$ cat src/rtl/mem_wb_stage.sv
// ---------------------------------------------------------------------------
// mem_wb_stage
//   MEM/WB pipeline register plus writeback data selection. Captures the
//   instruction leaving EX, steers the synchronous-read memory data of the
//   addressed region into a load value (shift + byte/half/word extraction),
//   and picks the final writeback value. A LIVE/HELD state machine freezes the
//   load value in a hold register while the stage is stalled, so wb_data
//   stays stable even when the memory outputs move underneath it.
//
//   Optional feature: define MEM_MISALIGN_CHECK_EN to flag misaligned LH/LHU/LW
//   loads on wb_misaligned and suppress their register write.
//
// Ports
//   clk, rst            clock, synchronous active-high reset
//   stall, flush        hold stage / invalidate captured instruction
//   ex_valid, ex_instr  upstream valid and instruction (funct3, rd)
//   ex_alu_res, ex_pc   ALU result (load address) and PC
//   ex_reg_we           instruction writes rd
//   ex_wb_sel           00 ALU, 01 load, 10 PC+4, 11 zero
//   dmem/bios/mmio_dout memory read data, valid one cycle after the address
//   wb_valid, wb_rd, wb_we, wb_data, wb_misaligned   writeback outputs
// ---------------------------------------------------------------------------
module mem_wb_stage #(
  parameter int WIDTH = 32
) (
  input  logic             clk,
  input  logic             rst,
  input  logic             stall,
  input  logic             flush,
  input  logic             ex_valid,
  input  logic [WIDTH-1:0] ex_instr,
  input  logic [WIDTH-1:0] ex_alu_res,
  input  logic [WIDTH-1:0] ex_pc,
  input  logic             ex_reg_we,
  input  logic [1:0]       ex_wb_sel,
  input  logic [WIDTH-1:0] dmem_dout,
  input  logic [WIDTH-1:0] bios_dout,
  input  logic [WIDTH-1:0] mmio_dout,
  output logic             wb_valid,
  output logic [4:0]       wb_rd,
  output logic             wb_we,
  output logic [WIDTH-1:0] wb_data,
  output logic             wb_misaligned
);

  typedef enum logic [0:0] {LIVE = 1'b0, HELD = 1'b1} state_t;

  state_t           state_r, state_next_s;
  logic             valid_r;
  logic [2:0]       funct3_r;
  logic [4:0]       rd_r;
  logic             reg_we_r;
  logic [1:0]       wb_sel_r;
  logic [WIDTH-1:0] alu_res_r;
  logic [WIDTH-1:0] pc4_r;
  logic [3:0]       region_r;
  logic [1:0]       offset_r;
  logic [WIDTH-1:0] hold_r;

  logic [WIDTH-1:0] src_s;
  logic [WIDTH-1:0] shifted_s;
  logic [WIDTH-1:0] load_live_s;
  logic [WIDTH-1:0] load_s;
  logic             misaligned_s;
  logic             unused_s;

  // Instruction bits other than funct3/rd are not needed in this stage.
  assign unused_s = ^{ex_instr[WIDTH-1:15], ex_instr[6:0]};

  // Byte/half/word extraction selected by the load funct3.
  function automatic logic [WIDTH-1:0] extract_load(input logic [2:0] f3,
                                                    input logic [WIDTH-1:0] w);
    logic [WIDTH-1:0] r;
    case (f3)
      3'b000:  r = {{(WIDTH-8){w[7]}}, w[7:0]};
      3'b001:  r = {{(WIDTH-16){w[15]}}, w[15:0]};
      3'b010:  r = w;
      3'b100:  r = {{(WIDTH-8){1'b0}}, w[7:0]};
      3'b101:  r = {{(WIDTH-16){1'b0}}, w[15:0]};
      default: r = {WIDTH{1'b0}};
    endcase
    return r;
  endfunction

  // Pipeline register: flush beats stall, stall keeps every field.
  always_ff @(posedge clk) begin
    if (rst) begin
      valid_r   <= 1'b0;
      funct3_r  <= 3'b000;
      rd_r      <= 5'd0;
      reg_we_r  <= 1'b0;
      wb_sel_r  <= 2'b00;
      alu_res_r <= {WIDTH{1'b0}};
      pc4_r     <= {WIDTH{1'b0}};
      region_r  <= 4'b0000;
      offset_r  <= 2'b00;
    end else if (flush) begin
      valid_r   <= 1'b0;
    end else if (!stall) begin
      valid_r   <= ex_valid;
      funct3_r  <= ex_instr[14:12];
      rd_r      <= ex_instr[11:7];
      reg_we_r  <= ex_reg_we;
      wb_sel_r  <= ex_wb_sel;
      alu_res_r <= ex_alu_res;
      pc4_r     <= ex_pc + WIDTH'(4);
      region_r  <= ex_alu_res[WIDTH-1 -: 4];
      offset_r  <= ex_alu_res[1:0];
    end
  end

  // Hold state register.
  always_ff @(posedge clk) begin
    if (rst) begin
      state_r <= LIVE;
    end else begin
      state_r <= state_next_s;
    end
  end

  // Hold state next-state logic.
  always_comb begin
    state_next_s = state_r;
    case (state_r)
      LIVE: begin
        if (stall && !flush) state_next_s = HELD;
        else                 state_next_s = LIVE;
      end
      HELD: begin
        if (!stall || flush) state_next_s = LIVE;
        else                 state_next_s = HELD;
      end
      default: state_next_s = LIVE;
    endcase
  end

  // Freeze the load value on entry to HELD; memory outputs may change later.
  always_ff @(posedge clk) begin
    if (rst) begin
      hold_r <= {WIDTH{1'b0}};
    end else if (state_r == LIVE && stall && !flush) begin
      hold_r <= load_live_s;
    end
  end

  // Region decode of the registered address.
  always_comb begin
    src_s = {WIDTH{1'b0}};
    case (region_r)
      4'b0001: src_s = dmem_dout;
      4'b0100: src_s = bios_dout;
      4'b1000: src_s = mmio_dout;
      default: src_s = {WIDTH{1'b0}};
    endcase
  end

  // Offset is at most 3 bytes, so the shift never reaches WIDTH.
  assign shifted_s   = src_s >> {offset_r, 3'b000};
  assign load_live_s = extract_load(funct3_r, shifted_s);
  assign load_s      = (state_r == HELD) ? hold_r : load_live_s;

  // Writeback data select.
  always_comb begin
    wb_data = {WIDTH{1'b0}};
    case (wb_sel_r)
      2'b00:   wb_data = alu_res_r;
      2'b01:   wb_data = load_s;
      2'b10:   wb_data = pc4_r;
      default: wb_data = {WIDTH{1'b0}};
    endcase
  end

`ifdef MEM_MISALIGN_CHECK_EN
  // Half loads need even offsets, word loads need offset 0.
  always_comb begin
    misaligned_s = 1'b0;
    if (wb_sel_r == 2'b01) begin
      case (funct3_r)
        3'b001, 3'b101: misaligned_s = offset_r[0];
        3'b010:         misaligned_s = (offset_r != 2'b00);
        default:        misaligned_s = 1'b0;
      endcase
    end else begin
      misaligned_s = 1'b0;
    end
  end
  assign wb_misaligned = valid_r & misaligned_s;
`else
  assign misaligned_s  = 1'b0;
  assign wb_misaligned = 1'b0;
`endif

  assign wb_valid = valid_r;
  assign wb_rd    = rd_r;
  assign wb_we    = valid_r & reg_we_r & (rd_r != 5'd0) & ~misaligned_s;

endmodule

$ cat config.mk
export PLATFORM = sky130hd
export DESIGN_NAME = mem_wb_stage
export DESIGN_NICKNAME = d
export VERILOG_FILES = /design/src/rtl/mem_wb_stage.sv
export SDC_FILE = /design/constraint.sdc
export NUM_CORES = 1
export LEC_CHECK = 0
export BUFFER_PORTS_ARGS = -buffer_cell sky130_fd_sc_hd__clkbuf_2
export CORE_ASPECT_RATIO = 0.6
export CORE_UTILIZATION = 46
export CTS_CLUSTER_SIZE = 20
export DETAILED_ROUTE_END_ITERATION = 10
export GPL_ROUTABILITY_DRIVEN = 0
export PLACE_DENSITY = 0.79
export SYNTH_ARGS = -nofsm -noshare
export SYNTH_HDL_FRONTEND = slang
export SYNTH_SLANG_ARGS = --single-unit
$ cat constraint.sdc
create_clock -name clk -period 2.7 [get_ports clk]
set_clock_uncertainty 0.05 [all_clocks]
set_input_delay 0.405 -clock clk [delete_from_list [all_inputs] [get_ports clk]]
set_output_delay 0.405 -clock clk [all_outputs]
set_load 0.02 [all_outputs]
==> impl_metrics.toml <==
[outcome]
outcome = "finished, violations left"
violations = "setup timing"

[synthesis]
yosysSeqAreaShare = 0.326
syn_inst = 884
synth_edf_count = 0
synth_ff_type = "dfxtp_1"
synth.most_common_cell = "nand2_1"
synth_top_area_cell = "dfxtp_1"
synth_top_cell_area_share = 0.326
yosys-top-cells-count = "nand2_1 (143), dfxtp_1 (109), nor2_1 (89)"
synth_area_per_cell_sq_um = 7.56
async_flop_share = 0
synth_cell_types = 59
yosysWarnings = 0
syn-cell-area_sq_um = 6680
synth_area_leaders = "dfxtp_1 (33%), nand2_1 (8.0%), a211oi_1 (5.3%), nor2_1 (5.0%), mux2i_1 (4.3%)"
ys_ff_latch = 109
syn-num-nets = 1085

[run]
drv_cap = 0

[critical_path]
crit_fanout = 9
crit_type = "reg2out"
startpoint_type = "register"
cp.arrival_ps = 2670
end_kind = "output port"
required_ps = 2250

[floorplan]
fp.dieW_microns = 158
start_util = 0.480
core_area_sq_um = 13900
boundaryPins = 240
fp.dieH_microns = 95.4
die_area_sq_um = 15000
rows = 33

[sta]
drv_slew = 0
rsz0062_at_grt = "true"
hold_viol = 0
finalCritPeriodShare = 1.16
setup_viol = 32
tightest_slew_ps = 704
finalWorstSetupSlack_ps = -421
max_freq_ghz = 0.320
slew_headroom = 0.531
holdWs_ps = 220
fin_tns_setup_ps = -11190
period_needed_ps = 3120

[clocking]
cts_tree = "built"
htree_levels = 3
cts.sinks = 109
clkTransAtPathRegs_ps = 70
clk_path_buf_depth = 2
cts_made_buffers = 9
clk_latency_ps = 350
cts_hold_buf = 0
cts-root-buf = "clkbuf_16"

[drt]
viasPerCell = 6.02
drt_wl_total_mm = 25.0
vias = 8029
drc_errors = 0
routedWlPerCell_microns = 18.7
dr.pass1.iters = 5
antenna_left = 0
drt_first_iter_violations = 1052

[pwr]
intPower_mw = 3.01
power.share.combinational = 0.277
total_power_mw = 4.31
vdd_drop_max_v = 0.000290
power.share.clock = 0.315
p_sw_mw = 1.30
p_leak_nw = 3.81
sw_frac_of_total = 0.301
powerDensity_nw_per_um2 = 443
power_frac_seq = 0.408

[final_layout]
final_nets = 1337
utilization = 0.699
stdcell_area_sq_um = 9720
drive_above_1_share = 0.380
final_cells = 1333
area_growth_pct = 45.5

[global_route]
gr-total-overflow = 0
grt_pass1_wl_mm = 36.9
antenna_found_initial = 0
grt_pass1_vias = 7096
grt_usage = 0.321
grt_max_degree = 65

[place]
dpl_cell_area_sq_um = 8620
place_inst = 1298
hpwl_mm = 17.8
port_buffers = 214
dp_slack_ps = -222

[min_path]
min_path_type = "in2reg"
==> layer usage <==
layer,share of wire,track usage,up-vias
li1,-,-,3718
met2,0.43,0.471,461
met4,0.024,0.104,0
met5,0,0,-
met3,0.11,0.0741,66
met1,0.44,0.460,3784
==> sequential cells by signal (all words and copies together), names as in the netlist <==
signal     flops
alu_res_r     32
hold_r        32
pc4_r         32
wb_rd          5
funct3_r       3
wb_sel_r       2
reg_we_r       1
state_r        1
wb_valid       1
==> power by group through the flow <==
stage               registers (mW)  clock network [mW]  logic [mW]
global placement              1.79                   0       0.971
floorplan                     1.77                   0       0.554
finish                        1.76                1.36        1.19
global route                  1.77                1.44        1.27
CTS                           1.76                1.37        1.12
detailed placement            1.79                   0       0.988
==> final cells by class <==
| cell class | count | area [sq um] |
|---|---|---|
| multi-input combinational | 691 | 4710 |
| fill | 1101 | 4190 |
| timing repair buffer | 321 | 2270 |
| sequential | 109 | 2190 |
| clock buffer | 12 | 256 |
| tap | 192 | 240 |
| clock inverter | 3 | 45.0 |
| inverter | 4 | 15.0 |
| antenna | 1 | 2.50 |
==> final timing paths <==
kind | end | from | slack [ps] | depth (start not counted)
setup / recovery | wb_data[20] | alu_res_r[28]$_SDFFE_PP0P_ | -420 | 10
setup reg to reg | hold_r[4]$_SDFFE_PP0P_ | alu_res_r[28]$_SDFFE_PP0P_ | 270 | 12
hold / removal | wb_rd[4]$_SDFFE_PP0P_ | ex_instr[11] | 220 | 3
hold reg to reg | alu_res_r[23]$_SDFFE_PP0P_ | alu_res_r[23]$_SDFFE_PP0P_ | 410 | 2
==> critical path, cell delays in order, from the launching register on <==
cell       delay [ps]
dfxtp_2           360
buf_12            150
buf_12            140
nand3b_1          130
a21oi_1           100
o32a_1            410
o2bb2ai_2         190
nor3_4            400
buf_12            210
o21ai_4            60
clkbuf_8          160
==> layout by cell type (no fill, tap or decap), types with 4 or more instances in the layout <==
| cell type | synthesis | final |
|---|---|---|
| a21oi_1 | 55 | 51 |
| buf_4 | 1 | 95 |
| clkbuf_8 | 0 | 15 |
| a211oi_2 | 10 | 11 |
| nand3b_1 | 10 | 10 |
| nor2b_1 | 18 | 16 |
| a22o_1 | 15 | 15 |
| nand2_1 | 143 | 143 |
| or3_1 | 4 | 4 |
| a211oi_1 | 47 | 46 |
| dfxtp_2 | 0 | 4 |
| nand4_1 | 8 | 8 |
| buf_12 | 0 | 11 |
| o21ai_2 | 0 | 8 |
| a22oi_2 | 0 | 8 |
| o221ai_2 | 0 | 4 |
| xor2_1 | 17 | 17 |
| and3_1 | 10 | 10 |
| nand3_1 | 14 | 14 |
| o21ai_4 | 0 | 12 |
| nand2b_1 | 19 | 19 |
| a41oi_1 | 7 | 6 |
| mux2i_1 | 29 | 26 |
| o22ai_1 | 8 | 7 |
| xnor2_1 | 8 | 8 |
| clkbuf_2 | 1 | 181 |
| o22a_1 | 9 | 9 |
| clkbuf_16 | 0 | 9 |
| a21oi_2 | 0 | 4 |
| buf_8 | 0 | 7 |
| buf_6 | 1 | 11 |
| o21ai_0 | 54 | 25 |
| and2_1 | 7 | 4 |
| a31oi_1 | 16 | 15 |
| o21ai_1 | 1 | 10 |
| a22oi_1 | 26 | 18 |
| nor2_1 | 89 | 87 |
| dfxtp_1 | 109 | 104 |
| nor3_1 | 6 | 4 |
==> cell families after synthesis <==
family                     synth area share
and+or+nand+nor                       0.247
AOI/OAI and AO/OA                     0.294
DFF                                   0.326
buffers and inverters                0.0496
muxes                                0.0485
xor gates and xnor gates             0.0328
adders and majority gates           0.00187
other                              0.000561
==> what timing repair did <==
item | 4_1_cts | 5_1_grt
pin swaps | 16 | 8
endpoints found under the setup margin | 32 | 32
hold endpoints to repair | 0 | 0
buffers inserted | 13 | 9
resized for setup | 122 | 42
(Power assumes the default switching activity.)
